## config.mk

```make
export PLATFORM = sky130hd
export DESIGN_NAME = instr_loader
export DESIGN_NICKNAME = d
export VERILOG_FILES = /design/src/rtl/instr_loader.sv
export SDC_FILE = /design/constraint.sdc
export NUM_CORES = 1
export LEC_CHECK = 0
export CAP_MARGIN = 5
export CORE_MARGIN = 2
export CORE_UTILIZATION = 53
export DETAILED_ROUTE_END_ITERATION = 16
export PLACE_DENSITY = 0.74
export SETUP_SLACK_MARGIN = 0.05
export SYNTH_ARGS = -nofsm -noshare
export SYNTH_HDL_FRONTEND = slang
export SYNTH_SLANG_ARGS = --single-unit
export TNS_END_PERCENT = 20
```

## constraint.sdc

```tcl
create_clock -name CLK -period 3 [get_ports CLK]
set_input_delay 0.3 -clock CLK [delete_from_list [all_inputs] [get_ports CLK]]
set_output_delay 0.3 -clock CLK [all_outputs]
set_load 0.005 [all_outputs]
```

## src/rtl/instr_loader.sv

```systemverilog
// Bit-serial to word loader: 9-bit frames, MSB first, are queued in a DEPTH-word FIFO and issued as write_en pulses, 2 cycles from the last bit when idle.
// HOLD stalls issue, and a frame that lands on a full FIFO is dropped with sticky OVERFLOW. LOADER_PARITY_EN adds an even-parity bit per frame and PERR_CNT.
module instr_loader #(
  parameter int DEPTH = 4,
  parameter int WIDTH = 9
) (
  input  logic             CLK,
  input  logic             RESET_N,
  input  logic             SDATA,
  input  logic             SVALID,
  input  logic             SFRAME,
  input  logic             HOLD,
  output logic [WIDTH-1:0] INSTRUCTION,
  output logic             write_en,
  output logic             EMPTY,
  output logic             FULL,
  output logic             OVERFLOW,
  output logic [7:0]       PERR_CNT
);

`ifdef LOADER_PARITY_EN
  localparam int FRAME_LEN = WIDTH + 1;
`else
  localparam int FRAME_LEN = WIDTH;
`endif
  localparam int AW = $clog2(DEPTH);
  localparam int CW = $clog2(FRAME_LEN + 1);
  localparam logic [CW-1:0] LAST_M1   = CW'(FRAME_LEN - 1);
  localparam logic [AW:0]   DEPTH_OCC = (AW + 1)'(DEPTH);

  typedef enum logic [1:0] {IDLE, SHIFT, CHECK} state_t;

  state_t               state;
  logic [FRAME_LEN-1:0] shreg;
  logic [CW-1:0]        bit_cnt;
  logic [WIDTH-1:0]     mem [DEPTH];
  logic [AW-1:0]        wr_ptr;
  logic [AW-1:0]        rd_ptr;
  logic [AW:0]          occ;
  logic [AW:0]          occ_nxt;
  logic [WIDTH-1:0]     frame_word;
  logic                 frame_ok;
  logic                 push;
  logic                 pop;
  logic                 accept;

`ifdef LOADER_PARITY_EN
  assign frame_word = shreg[FRAME_LEN-1:1];
  assign frame_ok   = ~(^shreg);
`else
  assign frame_word = shreg;
  assign frame_ok   = 1'b1;
`endif

  assign push   = (state == CHECK) && frame_ok;
  assign pop    = !EMPTY && !HOLD;
  // A full FIFO still takes the word when the head leaves on the same edge.
  assign accept = push && (!FULL || pop);

  always_ff @(posedge CLK or negedge RESET_N) begin
    if (!RESET_N) begin
      state   <= IDLE;
      shreg   <= '0;
      bit_cnt <= '0;
    end else begin
      case (state)
        IDLE: begin
          if (SVALID && SFRAME) begin
            shreg   <= {{(FRAME_LEN-1){1'b0}}, SDATA};
            bit_cnt <= CW'(1);
            state   <= SHIFT;
          end
        end
        SHIFT: begin
          if (SVALID) begin
            if (SFRAME) begin
              shreg   <= {{(FRAME_LEN-1){1'b0}}, SDATA};
              bit_cnt <= CW'(1);
            end else begin
              shreg   <= {shreg[FRAME_LEN-2:0], SDATA};
              bit_cnt <= bit_cnt + 1'b1;
              if (bit_cnt == LAST_M1) state <= CHECK;
            end
          end
        end
        CHECK: begin
          if (SVALID && SFRAME) begin
            shreg   <= {{(FRAME_LEN-1){1'b0}}, SDATA};
            bit_cnt <= CW'(1);
            state   <= SHIFT;
          end else begin
            state <= IDLE;
          end
        end
        default: state <= IDLE;
      endcase
    end
  end

  always_comb begin
    occ_nxt = occ;
    case ({accept, pop})
      2'b10:   occ_nxt = occ + 1'b1;
      2'b01:   occ_nxt = occ - 1'b1;
      default: occ_nxt = occ;
    endcase
  end

  always_ff @(posedge CLK or negedge RESET_N) begin
    if (!RESET_N) begin
      wr_ptr      <= '0;
      rd_ptr      <= '0;
      occ         <= '0;
      EMPTY       <= 1'b1;
      FULL        <= 1'b0;
      OVERFLOW    <= 1'b0;
      write_en    <= 1'b0;
      INSTRUCTION <= '0;
    end else begin
      write_en <= pop;
      if (pop) begin
        INSTRUCTION <= mem[rd_ptr];
        rd_ptr      <= rd_ptr + 1'b1;
      end
      if (accept) wr_ptr <= wr_ptr + 1'b1;
      if (push && FULL && !pop) OVERFLOW <= 1'b1;
      occ   <= occ_nxt;
      EMPTY <= (occ_nxt == '0);
      FULL  <= (occ_nxt == DEPTH_OCC);
    end
  end

  // Storage needs no reset; the pointers define which entries are live.
  always_ff @(posedge CLK) begin
    if (accept) mem[wr_ptr] <= frame_word;
  end

`ifdef LOADER_PARITY_EN
  always_ff @(posedge CLK or negedge RESET_N) begin
    if (!RESET_N) begin
      PERR_CNT <= 8'h00;
    end else if ((state == CHECK) && !frame_ok && (PERR_CNT != 8'hFF)) begin
      PERR_CNT <= PERR_CNT + 1'b1;
    end
  end
`else
  assign PERR_CNT = 8'h00;
`endif

endmodule

```

==> run metrics <==
Overall Global Routing Usage=18.0%; placement-stage worst setup slack=0.254 ns; hold buffer count at cts=0; gate count after technology mapping=198; Clock Tree Buf Depth=2; final critical-path share of the clock period=82.7%; maximum clock rate=about 400 MHz; post-route cell area=0.00336 sq mm; total congestion overflow=0; R2R Setup Slk=slightly above 0.5 ns; clock latency at the later pin of the worst-skew pair=~0.34 ns; final weighted congestion of routability-driven global placement=0.753; Primary FF master, synth=edfxtp_1; vias in the first global route=about 1,600; setup slack after layout=0.519 ns; first-pass iteration count of the detailed router=4; Lkg Pwr=about 1.4 nW; Placement Rows=27; clock tree from TritonCTS=built; Cell Area, Synth=0.00293 sq mm; final hold slack=0.0553 ns; number of placed instances with taps included=282; sinks on the clock net=71; Port-buffer cells=18; RSZ-0062 raised after global routing=no; Finish-stage setup viols=0; synth-to-layout area growth=14.5%; Clock H-tree levels=3; Worst-Margin Slew=1.05 ns; critical path type=flop to flop; type of destination of the critical path=flop; Clock Tree Root=clkbuf_8; EDFF count, synth=36; largest area contributor in the netlist=edfxtp_1; Die ar.=0.00615 sq mm; global-route wire length before repair=8.02 mm; number of max-cap violations=0; Die Height=78.4 microns; peak fanout along the critical path=10; arrival time of data at the critical path endpoint=2.71 ns; status=complete, no violations; violation count after the first detailed-routing iteration=around 120; Unique masters post-synth=39; Core Footprint=0.00544 sq mm; number of nets with antenna violations after routing=0; detail-routed via count per cell=5.35; setup_tns=0 ns; count of final hold-check violations=0; pin count of the biggest net entering global routing=36; area share of the leading cell type in the synthesized netlist=36.8%; Slew headroom=29.9%; post-detailed-placement cell area=0.00315 sq mm; Min Clock Period, post-route=approximately 2.5 ns; clk slew on worst S/H paths=around 0.070 ns; TritonCTS buffer count=9; vias=1,593; post-route total power=between 2 and 3 mW; Synth Warn #=0; flops & latches, synth=71; Nets=approximately 240; non-filler cells, final=a little under 300; half-perimeter wire length after detailed placement=around 3.2 mm; number of top-level pins=27; worst min path class=input pin to async pin; wire length reported by the detailed router=4.91 mm; mean instance size in the synthesized netlist=~15 sq um; setup fix buffers added after clock tree synthesis=0; share of flip-flops with an asynchronous set or reset=49.3%; required time of the worst setup path=3.23 ns; final core utilization=61.8%; effective utilization at floorplan=between 50 and 60%; share of final-layout standard cells stronger than drive strength 1=12.8%; number of antenna cells inserted=0; worst setup skew after layout=0.00518 ns; maximum vdd ir drop=415 uV; initial antenna violation count=0; startpoint types=flop; cell types occupying the most area after synthesis=edfxtp_1 37%, dfrtp_1 29%, mux2i_1 6.8%, ha_1 3.0%, a22o_1 2.7%; CTS-repair resized insts=0; final count of pins violating max slew=0; # DRC=0; total power divided by cell area=861 mW/mm^2; average wire per standard cell=16.5 microns; sequential element share of the synthesized area=66.7%; Die Width=78.4 microns
critical path, cell delays in order (launching register included):
cell and delay [ns]:
dfrtp_1 0.49, nor2b_1 0.24, a21boi_4 0.29, inv_1 0.07, ha_1 0.22, fa_1 0.40
xnor2_1 0.18, o21a_1 0.20, or2_2 0.28
placed cells by master (no fill, tap or decap), types with 2 or more instances in the layout:
cell and n:
and2_1 4, buf_4 2, clkdlybuf4s50_1 17, inv_1 8, conb_1 8, o221ai_1 9
a21oi_1 3, nor3b_1 2, a31o_2 2, nor2_1 2, o21ai_0 2, or2_2 2
mux2_2 3, ha_1 7, mux2i_1 20, bufinv_16 2, nand2_1 15, clkbuf_8 9
a22o_1 9, dfrtp_1 34, edfxtp_1 36, xnor2_1 5, nor3_1 2
Yosys cell counts (all sizes together), types with 2 or more instances:
cell	count
a21oi	3
a22o	9
a31o	2
and2	4
buf	11
clkbuf	4
dfrtp	34
edfxtp	36
ha	7
inv	8
mux2	3
mux2i	20
nand2	16
nor2	3
nor3	2
nor3b	2
o21ai	2
o221ai	9
or2	2
xnor2	5
state kept, by name, summed over array words and instances (netlist names), 2 cells and up:
signal	count
occ	3
state	2
INSTRUCTION	9
bit_cnt	4
frame_word	9
rd_ptr	2
mem	36
wr_ptr	2
where the power goes:
group	total, mW	switching (mW)	leakage, nW	internal, mW
combinational	0.665	0.272	0.499	0.394
clock	0.813	0.348	0.104	0.465
sequential	1.42	0.225	0.767	1.19
layer usage:
layer	share of wire (%)	GRT usage (%)
met5	0	0
met4	2.3	11.1
met3	3.1	3.79
met2	47	26.8
met1	48	24.5
logic make-up (layout without fill, tap and decap cells):
kind of cell	after synthesis	after routing	synth area share (%)
xor+xnor	5	5	1.49
simple gates	37	37	7.25
buf+inv	23	44	4.18
fa+ha+maj	8	8	3.67
other cells	1	8	0.128
mux	23	23	7.97
flops	71	71	66.7
compound gates	30	30	8.57
layout make-up:
type                            instances  area (sq um)
Timing Repair Buffer                   20           190
Clock inverter                          6          85.1
Fill cell                             417          2080
Inverter                                8          30.0
Tap cell                               72          90.1
Clock buffer                           10           128
Sequential cell                        71          1960
Multi-Input combinational cell        111           880
final timing paths:
path	startpoint	to	cells past startpoint
worst min-delay path	RESET_N	bit_cnt[3]$_DFFE_PN0P_	1
min in group CLK	OVERFLOW$_DFFE_PN0P_	OVERFLOW$_DFFE_PN0P_	1
worst min register to register	OVERFLOW$_DFFE_PN0P_	OVERFLOW$_DFFE_PN0P_	1
worst max-delay path	state[0]$_DFFE_PN0P_	occ[2]$_DFF_PN0_	8
worst max register to register	state[0]$_DFFE_PN0P_	occ[2]$_DFF_PN0_	8
max in group asynchronous	RESET_N	INSTRUCTION[6]$_DFFE_PN0P_	1
Power figures use the tool's default switching activity.
